`config.mk`:
```
export PLATFORM = sky130hd
export DESIGN_NAME = pipeline_stall_ctrl
export DESIGN_NICKNAME = d
export VERILOG_FILES = /design/src/rtl/pipeline_stall_ctrl.sv
export SDC_FILE = /design/constraint.sdc
export NUM_CORES = 1
export LEC_CHECK = 0
export ABC_AREA = 0
export CORE_MARGIN = 2
export CORE_UTILIZATION = 33
export DETAILED_ROUTE_END_ITERATION = 12
export GPL_TIMING_DRIVEN = 0
export PLACE_DENSITY = 0.74
export SLEW_MARGIN = 40
export SYNTH_ARGS = -nofsm -noshare
export SYNTH_HDL_FRONTEND = slang
export SYNTH_SLANG_ARGS = --single-unit
```
`constraint.sdc`:
```
create_clock -name clk -period 1.9 [get_ports clk]
set_clock_uncertainty 0.15 [all_clocks]
set_input_delay 0.38 -clock clk [delete_from_list [all_inputs] [get_ports clk]]
set_output_delay 0.38 -clock clk [all_outputs]
set_load 0.05 [all_outputs]
```
`src/rtl/pipeline_stall_ctrl.sv`:
```
// Stall/bubble/flush sequencer for the 5-stage pipe: load-use bubbles, mul/div freeze, branch flush.
// Define STALL_PERF_CNT_EN to add the perf_lu_stalls / perf_md_stalls saturating counters.
module pipeline_stall_ctrl #(
    parameter int MD_LATENCY = 8,
    parameter int CNT_W      = 4
) (
    input  logic       clk,
    input  logic       rst,
    input  logic [4:0] id_raddr1,
    input  logic [4:0] id_raddr2,
    input  logic       id_re1,
    input  logic       id_re2,
    input  logic       id_branch_taken,
    input  logic [4:0] ex_waddr,
    input  logic       ex_reg_wr,
    input  logic       ex_mem_read,
    input  logic       ex_md_op,
    output logic       stall_pc,
    output logic       stall_if_id,
    output logic       stall_id_ex,
    output logic       bubble_id_ex,
    output logic       flush_if_id,
    output logic       md_busy,
    output logic       md_done
`ifdef STALL_PERF_CNT_EN
    ,
    output logic [31:0] perf_lu_stalls,
    output logic [31:0] perf_md_stalls
`endif
);

    localparam logic [1:0] IDLE    = 2'd0;
    localparam logic [1:0] MD_BUSY = 2'd1;
    localparam logic [1:0] MD_LAST = 2'd2;

    localparam logic [CNT_W-1:0] CNT_LOAD = CNT_W'(MD_LATENCY - 1);
    localparam logic [CNT_W-1:0] CNT_ONE  = CNT_W'(1);

    logic [1:0]       state_reg, state_next;
    logic [CNT_W-1:0] cnt_reg, cnt_next;

    logic idle, md_start, md_freeze, md_last, lu_raw, lu_stall;

    always_ff @(posedge clk or posedge rst) begin
        if (rst) begin
            state_reg <= IDLE;
            cnt_reg   <= '0;
        end else begin
            state_reg <= state_next;
            cnt_reg   <= cnt_next;
        end
    end

    // The IDLE cycle that accepts the op is the first busy cycle, so the counter
    // holds the cycles still to go; MD_LAST is entered as it reaches 1.
    always_comb begin
        state_next = state_reg;
        cnt_next   = cnt_reg;
        case (state_reg)
            IDLE: begin
                if (ex_md_op) begin
                    cnt_next   = CNT_LOAD;
                    state_next = (CNT_LOAD == CNT_ONE) ? MD_LAST : MD_BUSY;
                end
            end
            MD_BUSY: begin
                cnt_next = cnt_reg - CNT_ONE;
                if (cnt_next == CNT_ONE) begin
                    state_next = MD_LAST;
                end
            end
            MD_LAST: begin
                cnt_next   = '0;
                state_next = IDLE;
            end
            default: begin
                cnt_next   = '0;
                state_next = IDLE;
            end
        endcase
    end

    assign idle      = (state_reg == IDLE);
    assign md_start  = idle & ex_md_op;
    assign md_freeze = md_start | (state_reg == MD_BUSY);
    assign md_last   = (state_reg == MD_LAST);

    assign lu_raw = ex_mem_read & ex_reg_wr & (ex_waddr != 5'd0)
                  & ((id_re1 & (id_raddr1 == ex_waddr)) | (id_re2 & (id_raddr2 == ex_waddr)));
    assign lu_stall = idle & ~ex_md_op & lu_raw;

    // Outputs are forced low for as long as reset is held, independent of inputs.
    assign stall_pc     = ~rst & (md_freeze | lu_stall);
    assign stall_if_id  = ~rst & (md_freeze | lu_stall);
    assign stall_id_ex  = ~rst & md_freeze;
    assign bubble_id_ex = ~rst & lu_stall;
    assign flush_if_id  = ~rst & id_branch_taken & ~(md_freeze | lu_stall);
    assign md_busy      = ~rst & (md_freeze | md_last);
    assign md_done      = ~rst & md_last;

`ifdef STALL_PERF_CNT_EN
    logic [31:0] perf_lu_reg, perf_md_reg;

    always_ff @(posedge clk or posedge rst) begin
        if (rst) begin
            perf_lu_reg <= '0;
            perf_md_reg <= '0;
        end else begin
            if (idle && lu_raw && (perf_lu_reg != 32'hFFFF_FFFF)) begin
                perf_lu_reg <= perf_lu_reg + 32'd1;
            end
            if (md_freeze && (perf_md_reg != 32'hFFFF_FFFF)) begin
                perf_md_reg <= perf_md_reg + 32'd1;
            end
        end
    end

    assign perf_lu_stalls = perf_lu_reg;
    assign perf_md_stalls = perf_md_reg;
`endif

endmodule

```
==> results of run 1 <==
[worst reg2reg max path: cells and delay by family (launching register included)]
family                     cells  cell delay (ns)
AOI/OAI and AO/OA              2             0.38
buffers and inverters          2             0.17
DFF                            1             0.39
adders and majority gates      1             0.22
and+or+nand+nor                1             0.05
[routing by layer]
metal / part of all wire, % / up-vias / track usage [%]
met3: 12 / 2 / 5.00
li1: - / 283 / -
met4: 1.4 / 0 / 7.27
met2: 53 / 25 / 32.9
met5: 0 / - / 0
met1: 33 / 248 / 16.9
[cell families (layout without fill, tap and decap cells)]
family          count (synthesis)  after routing  synth area share, %
compound gates                 11             11                 19.4
fa+ha+maj                       2              2                 4.74
xor+xnor                       12             12                 19.9
flops                           6              6                 28.4
simple gates                   19             19                 20.4
buf+inv                         9             46                 7.11
[timing repair]
action	CTS	global route
pin swaps	14	5
setup buffers	3	3
resized for setup	87	7
setup endpoints to repair	7	6
[worst paths after layout]
path,startpoint,endpoint,slack [ns],cells after the start
worst max-delay path,ex_waddr[4],stall_pc,-0.37,7
worst min-delay path,rst,cnt_reg[3],0.16,2
worst max register to register,cnt_reg[0],cnt_reg[2],0.45,6
worst min register to register,state_reg[1],state_reg[1],0.35,1
max in group asynchronous,rst,state_reg[1],1.26,2
min in group clk,state_reg[1],state_reg[1],0.35,1
[where the power goes]
| part | internal, mW | switching, mW | leakage [nW] | total, mW |
|---|---|---|---|---|
| clock | 0.0712 | 0.0427 | 0.0138 | 0.114 |
| combinational | 0.339 | 0.351 | 0.356 | 0.690 |
| sequential | 0.189 | 0.0572 | 0.0693 | 0.246 |
[layout make-up]
type	instances	area, um2
flip-flops and latches	6	151
inverters	6	22.5
plain buffers	2	26.3
fillers	127	515
repair buffers	35	337
well taps	16	20.0
multi-input cells	44	412
clock buffers	3	22.5
[cells in the mapped netlist, types with 2 or more instances]
library cell               instances  area, um2
sky130_fd_sc_hd__xnor2_1          10       87.6
sky130_fd_sc_hd__dfrtp_1           6        150
sky130_fd_sc_hd__inv_1             5       18.8
sky130_fd_sc_hd__nor2_1            4       15.0
sky130_fd_sc_hd__a21oi_1           3       15.0
sky130_fd_sc_hd__nand2_1           3       11.3
sky130_fd_sc_hd__nor3_1            3       15.0
sky130_fd_sc_hd__clkbuf_1          2       7.51
sky130_fd_sc_hd__ha_1              2       25.0
sky130_fd_sc_hd__nand4_1           2       12.5
sky130_fd_sc_hd__nor3b_1           2       15.0
sky130_fd_sc_hd__xor2_1            2       17.5
==> impl_results.md, run 1 <==
* Mean area per synthesized cell at 8.95 um2
* Initial standard-cell utilization of the core at a little over a third
* Post-synthesis register bit count at 6
* Category of the critical setup timing path: in2out
* Wire per inst at roughly 13 um
* Leading cell type in the layout, fill and taps excluded: sky130_fd_sc_hd__dlygate4sd2_1
* DR DRC count at 0
* # nets final at 123
* Number of endpoints with negative hold slack in the final report at 0
* Final Instance Count excl. Fillers at between 100 and 150
* Minimum clock period at between 2 and 2.5 ns
* Total placed cells including tap cells at ~100
* Most Frequent Cell on Critical Path: sky130_fd_sc_hd__buf_8
* Chip Width at between 40 and 50 um
* Run status: finished with violations
* Max-slew violation count at 0
* Final worst setup slack at -0.369 ns
* Type of the tightest min-delay check: in2async
* Share of the clock period used by the worst path at 119%
* Level count of the clock H-tree at 1
* Netlist area before placement at approximately 530 um2
* Number of nets in the synthesized netlist at between 80 and 90
* Die Y-Extent at roughly 44 um
* Final instance area at approximately 990 um2
* Nature of the critical path endpoint: output pin
* Worst slack, placed at -1.41 ns
* Count of flip-flops with a built-in enable after synthesis at 0
* Violations in the final reports: negative setup slack
* Die area at slightly below 2000 um2
* Worst-Margin Slew at between 0.3 and 0.4 ns
* All-layer global routing usage at 17.3%
* Sequential area share after synthesis at between 20 and 30%
* Antenna Nets Post-Route at 0
* Number of sinks handled by clock tree synthesis at 6
* Max cap viols at 0
* Most frequent cells in the layout: sky130_fd_sc_hd__dlygate4sd2_1, sky130_fd_sc_hd__xnor2_1, sky130_fd_sc_hd__buf_6, sky130_fd_sc_hd__clkdlybuf4s50_1, sky130_fd_sc_hd__buf_4
* Timing-limited maximum frequency at about 440 MHz
* Cts bufs inserted at 3
* Antenna Diode Count at 0
* Root Buffer: sky130_fd_sc_hd__clkbuf_4
* Via count of the first global-routing pass at a little under 600
* Peak per-stage delay on the critical path at 0.53 ns
* Final core utilization at roughly two thirds
* RSZ-0062 raised after global routing: true
* Post-detailed-placement cell area at just under 900 um2
* Area inside the core boundary at about 1500 um2
* Aggregate routed wire length at between 1000 and 1500 um
* Vias at 558
* Number of warnings printed during yosys synthesis at 0
* Sequence of cells on the critical path: buf_8, or4_4, o211ai_2, inv_2, a31o_4, buf_6, buf_8
* CTS clock-pin slew for the worst setup and hold paths at roughly 0.040 ns
* Ys flop type: sky130_fd_sc_hd__dfrtp_1
* FFs w/ async S/R, synth at between 90% and 100%
* Layout overhead on the synthesized area at 87.7%
* Number of antenna violations at the first check in global routing at 0
* Areal power density over the cells at 1060 nW/um2
* Flip-flop count of the largest register after layout at 4
* WP buf/inv at 4
* Global route total overflow at 0
* Largest delay contributor family on the critical path: simple AND/OR/NAND/NOR gates
* Final RePlAce weighted congestion at between 0.6 and 0.7
* TritonCTS clock tree: built
* Data arrival time of the critical path at around 1.7 ns
* Peak supply drop at ~0.73 mV
* DRT Pass-1 Iters at 3
* Global-route wire length before repair at about 2400 um
* Type of element launching the critical path: input pin
* Number of library cell types mapped by synthesis at 27
* Maximum number of pins on one net before global-route repair at 10
* Number of port buffers at 29
* Total design power at 1.05 mW
* Crit Path Max Fanout at 3
* Fraction of final layout cells sized beyond drive strength 1 at roughly 38%
* Insertion delay to the later sink of the worst-skew pair at 0.24 ns
* Iteration-0 DRC Markers at 2
* Data required time of the worst path at between 1 and 1.5 ns
* Setup TNS after final layout at -1.31 ns
* Number of hold-repair buffers added at the cts stage at 0
* CP max-delay cell: sky130_fd_sc_hd__or4_4
* Number of top-level pins at 30
* Detailed-placement wirelength estimate at 1150 um
* Clock Tree Buf Depth at 2
* Final hold slack at about 0.16 ns
* Leakage power at 0.439 nW
* Worst slew slack as a fraction of its limit at between 70% and 80%
* Number of setup violations in the final report at 5
* Placement Rows at 14
* Via density per instance at 4.98
* Synthesized instance count at 59
(Power assumes the default switching activity.)
==> run 2, diff against run 1 <==
Settings changed: MAX_ROUTING_LAYER set to met4.
==> results of run 2 <==
No change in the layout: final DEF, timing and power equal those of run 1.
Main changes from that run: final weighted congestion in routability-driven placement 0.700 -> 0.707; overall routing resource usage 17.3% -> 17.8%
==> run 3, diff against run 2 <==
Settings changed: GPL_ROUTABILITY_DRIVEN set to 0, SETUP_SLACK_MARGIN set to 0.05.
==> impl_results.md, run 3 (synthesis results as in run 1) <==
* Fraction of final layout cells sized beyond drive strength 1 at 37.1% (-0.39 points)
* Number of port buffers at 29 (unchanged)
* Worst-Margin Slew at 0.332 ns (+0.00461 ns)
* Number of endpoints with negative hold slack in the final report at 0 (unchanged)
* CTS clock-pin slew for the worst setup and hold paths at 0.04 ns (about the same)
* Fraction of power consumed by the clock network at 10.5% (-0.3 points)
* Area inside the core boundary at 1510 um2 (unchanged)
* Run status: finished with violations
* Number of antenna violations at the first check in global routing at 0 (unchanged)
* TritonCTS clock tree: built
* Timing-limited maximum frequency at 440 MHz (about the same)
* Net switching fraction of the power at 42.4% (-0.54 points)
* Number of hold-repair buffers added at the cts stage at 0 (unchanged)
* Worst slew slack as a fraction of its limit at 77.9% (-0.31 points)
* Internal portion of total power at 0.623 mW (+3.9%)
* Final hold slack at 0.161 ns (-0.0000290 ns)
* Final instance area at 1010 um2 (+2.4%)
* Maximum number of pins on one net before global-route repair at 10 (unchanged)
* Most frequent cells in the layout: sky130_fd_sc_hd__dlygate4sd2_1, sky130_fd_sc_hd__xnor2_1, sky130_fd_sc_hd__buf_8
* Max cap viols at 0 (unchanged)
* Type of the tightest min-delay check: in2async
* Final worst setup slack at -0.370 ns (-0.00138 ns)
* Crit Path Max Fanout at 3 (unchanged)
* CP max-delay cell: sky130_fd_sc_hd__or4_4
* Placement Rows at 14 (unchanged)
* Antenna Nets Post-Route at 0 (unchanged)
* Share of the clock period used by the worst path at 119% (about the same)
* Sequence of cells on the critical path: buf_8, or4_4, o211ai_2, inv_2, a31o_4, buf_6, buf_8
* Nature of the critical path endpoint: output pin
* Max-slew violation count at 0 (unchanged)
* Detailed-placement wirelength estimate at 1150 um (unchanged)
* Peak per-stage delay on the critical path at 0.52 ns (about the same)
* Layout overhead on the synthesized area at 92.2%
* Violations in the final reports: negative setup slack
* DRT Pass-1 Iters at 4 (+1)
* Initial standard-cell utilization of the core at 35.0% (unchanged)
* Chip Width at 44 um (unchanged)
* Via count of the first global-routing pass at 580 (-1.9%)
* All-layer global routing usage at between 10% and 20%
* Part of the total power dissipated in combinational logic at 67.7% (+2.0 points)
* Vias at 564 (+1.1%)
* Post-detailed-placement cell area at 892 um2 (unchanged)
* Areal power density over the cells at 1070 nW/um2 (+0.55%)
* # nets final at 124 (+0.81%)
* Minimum clock period at 2.27 ns (+0.00138 ns)
* Flip-flop count of the largest register after layout at 4 (unchanged)
* Peak supply drop at 0.728 mV (about the same)
* Number of sinks handled by clock tree synthesis at 6 (unchanged)
* Data required time of the worst path at 1.37 ns (about the same)
* Iteration-0 DRC Markers at 3 (+1)
* Leading cell type in the layout, fill and taps excluded: sky130_fd_sc_hd__dlygate4sd2_1
* Die Y-Extent at 44 um (unchanged)
* Filler Cells Inserted at 119 (-6.3%)
* Most Frequent Cell on Critical Path: sky130_fd_sc_hd__buf_8
* Root Buffer: sky130_fd_sc_hd__clkbuf_4
* Number of setup violations in the final report at 5 (unchanged)
* Relative contribution of sequential cells to total power at 21.8% (-1.6 points)
* Leakage power at 0.450 nW (+2.5%)
* Die area at 1940 um2 (unchanged)
* Cts bufs inserted at 3 (unchanged)
* Global route total overflow at 0 (unchanged)
* Via density per instance at 4.99 (+0.18%)
* RSZ-0062 raised after global routing: true
* Antenna Diode Count at 0 (unchanged)
* Type of element launching the critical path: input pin
* Category of the critical setup timing path: in2out
* Level count of the clock H-tree at 1 (unchanged)
* Number of top-level pins at 30 (unchanged)
* Wire per inst at 12.5 um (-0.74%)
* Data arrival time of the critical path at 1.74 ns (about the same)
* Clock Tree Buf Depth at 2 (unchanged)
* Setup slack of the worst register-to-register path at 0.44 ns (about the same)
* Sw power at 0.458 mW (+1.7%)
* Aggregate routed wire length at 1420 um (+0.14%)
* Insertion delay to the later sink of the worst-skew pair at 0.24 ns (about the same)
* DR DRC count at 0 (unchanged)
* Global-route wire length before repair at 2400 um (-1.4%)
[run 3: cell types whose count changed in the layout (fill, tap and decap cells not counted), sizes merged]
cell,previous run,this run
clkbuf,3,4
[run 3: path summary, 6_finish.rpt]
path	start	end	cells after the start
setup / recovery	ex_waddr[4]	stall_pc	7
hold / removal	rst	state_reg[1]	2
setup reg to reg	cnt_reg[0]	cnt_reg[2]	6
hold reg to reg	cnt_reg[2]	cnt_reg[2]	1
max in group asynchronous	rst	cnt_reg[0]	2
min in group clk	cnt_reg[2]	cnt_reg[2]	1
[run 3: stage by stage]
step                TNS (ns)  cells  setup slack (ns)  util [%]  total power [mW]
floorplan             -0.789     59            -0.450         -             0.671
global placement       -7.42    104             -1.42      59.2             0.827
detailed placement     -7.72    104             -1.41      59.2             0.848
CTS                    -1.49    110            -0.450      64.4              1.04
global route           -1.64    113            -0.410      67.4              1.17
finish                 -1.32    113            -0.370      67.4              1.08
[run 3: layout make-up]
class                   count  area [um2]  area share [%]
plain buffers               3        40.0            3.95
clock buffers               3        22.5            2.22
inverters                   6        22.5            2.22
multi-input cells          44         412            40.6
flip-flops and latches      6         150            14.8
well taps                  16        20.0            1.97
repair buffers             35         348            34.3
[run 3: per-layer routing]
metal	part of all wire, %	vias up	track usage (%)
met5	0	-	-
met4	1.4	0	7.27
met3	13	2	5.00
met2	53	27	32.1
met1	32	249	16.9
li1	-	286	-
[run 3: critical path, delay by kind of cell]
kind | cells | cell delay, ns
buffers and inverters | 4 | 0.42
AND/OR/NAND/NOR | 1 | 0.52
AO/OA/AOI/OAI | 2 | 0.41
[run 3: what timing repair did]
item | 4_1_cts | 5_1_grt
endpoints found under the setup margin | 7 | 7
pin swaps | 14 | 7
setup buffers | 3 | 3
resized for setup | 90 | 8
[run 3: power groups by stage]
stage	Sequential [mW]	Combinational, mW	Clock, mW
after floorplan	0.221	0.450	0
after global placement	0.227	0.601	0
after detailed placement	0.230	0.618	0
after CTS	0.233	0.686	0.121
after global routing	0.245	0.794	0.129
final	0.236	0.731	0.114
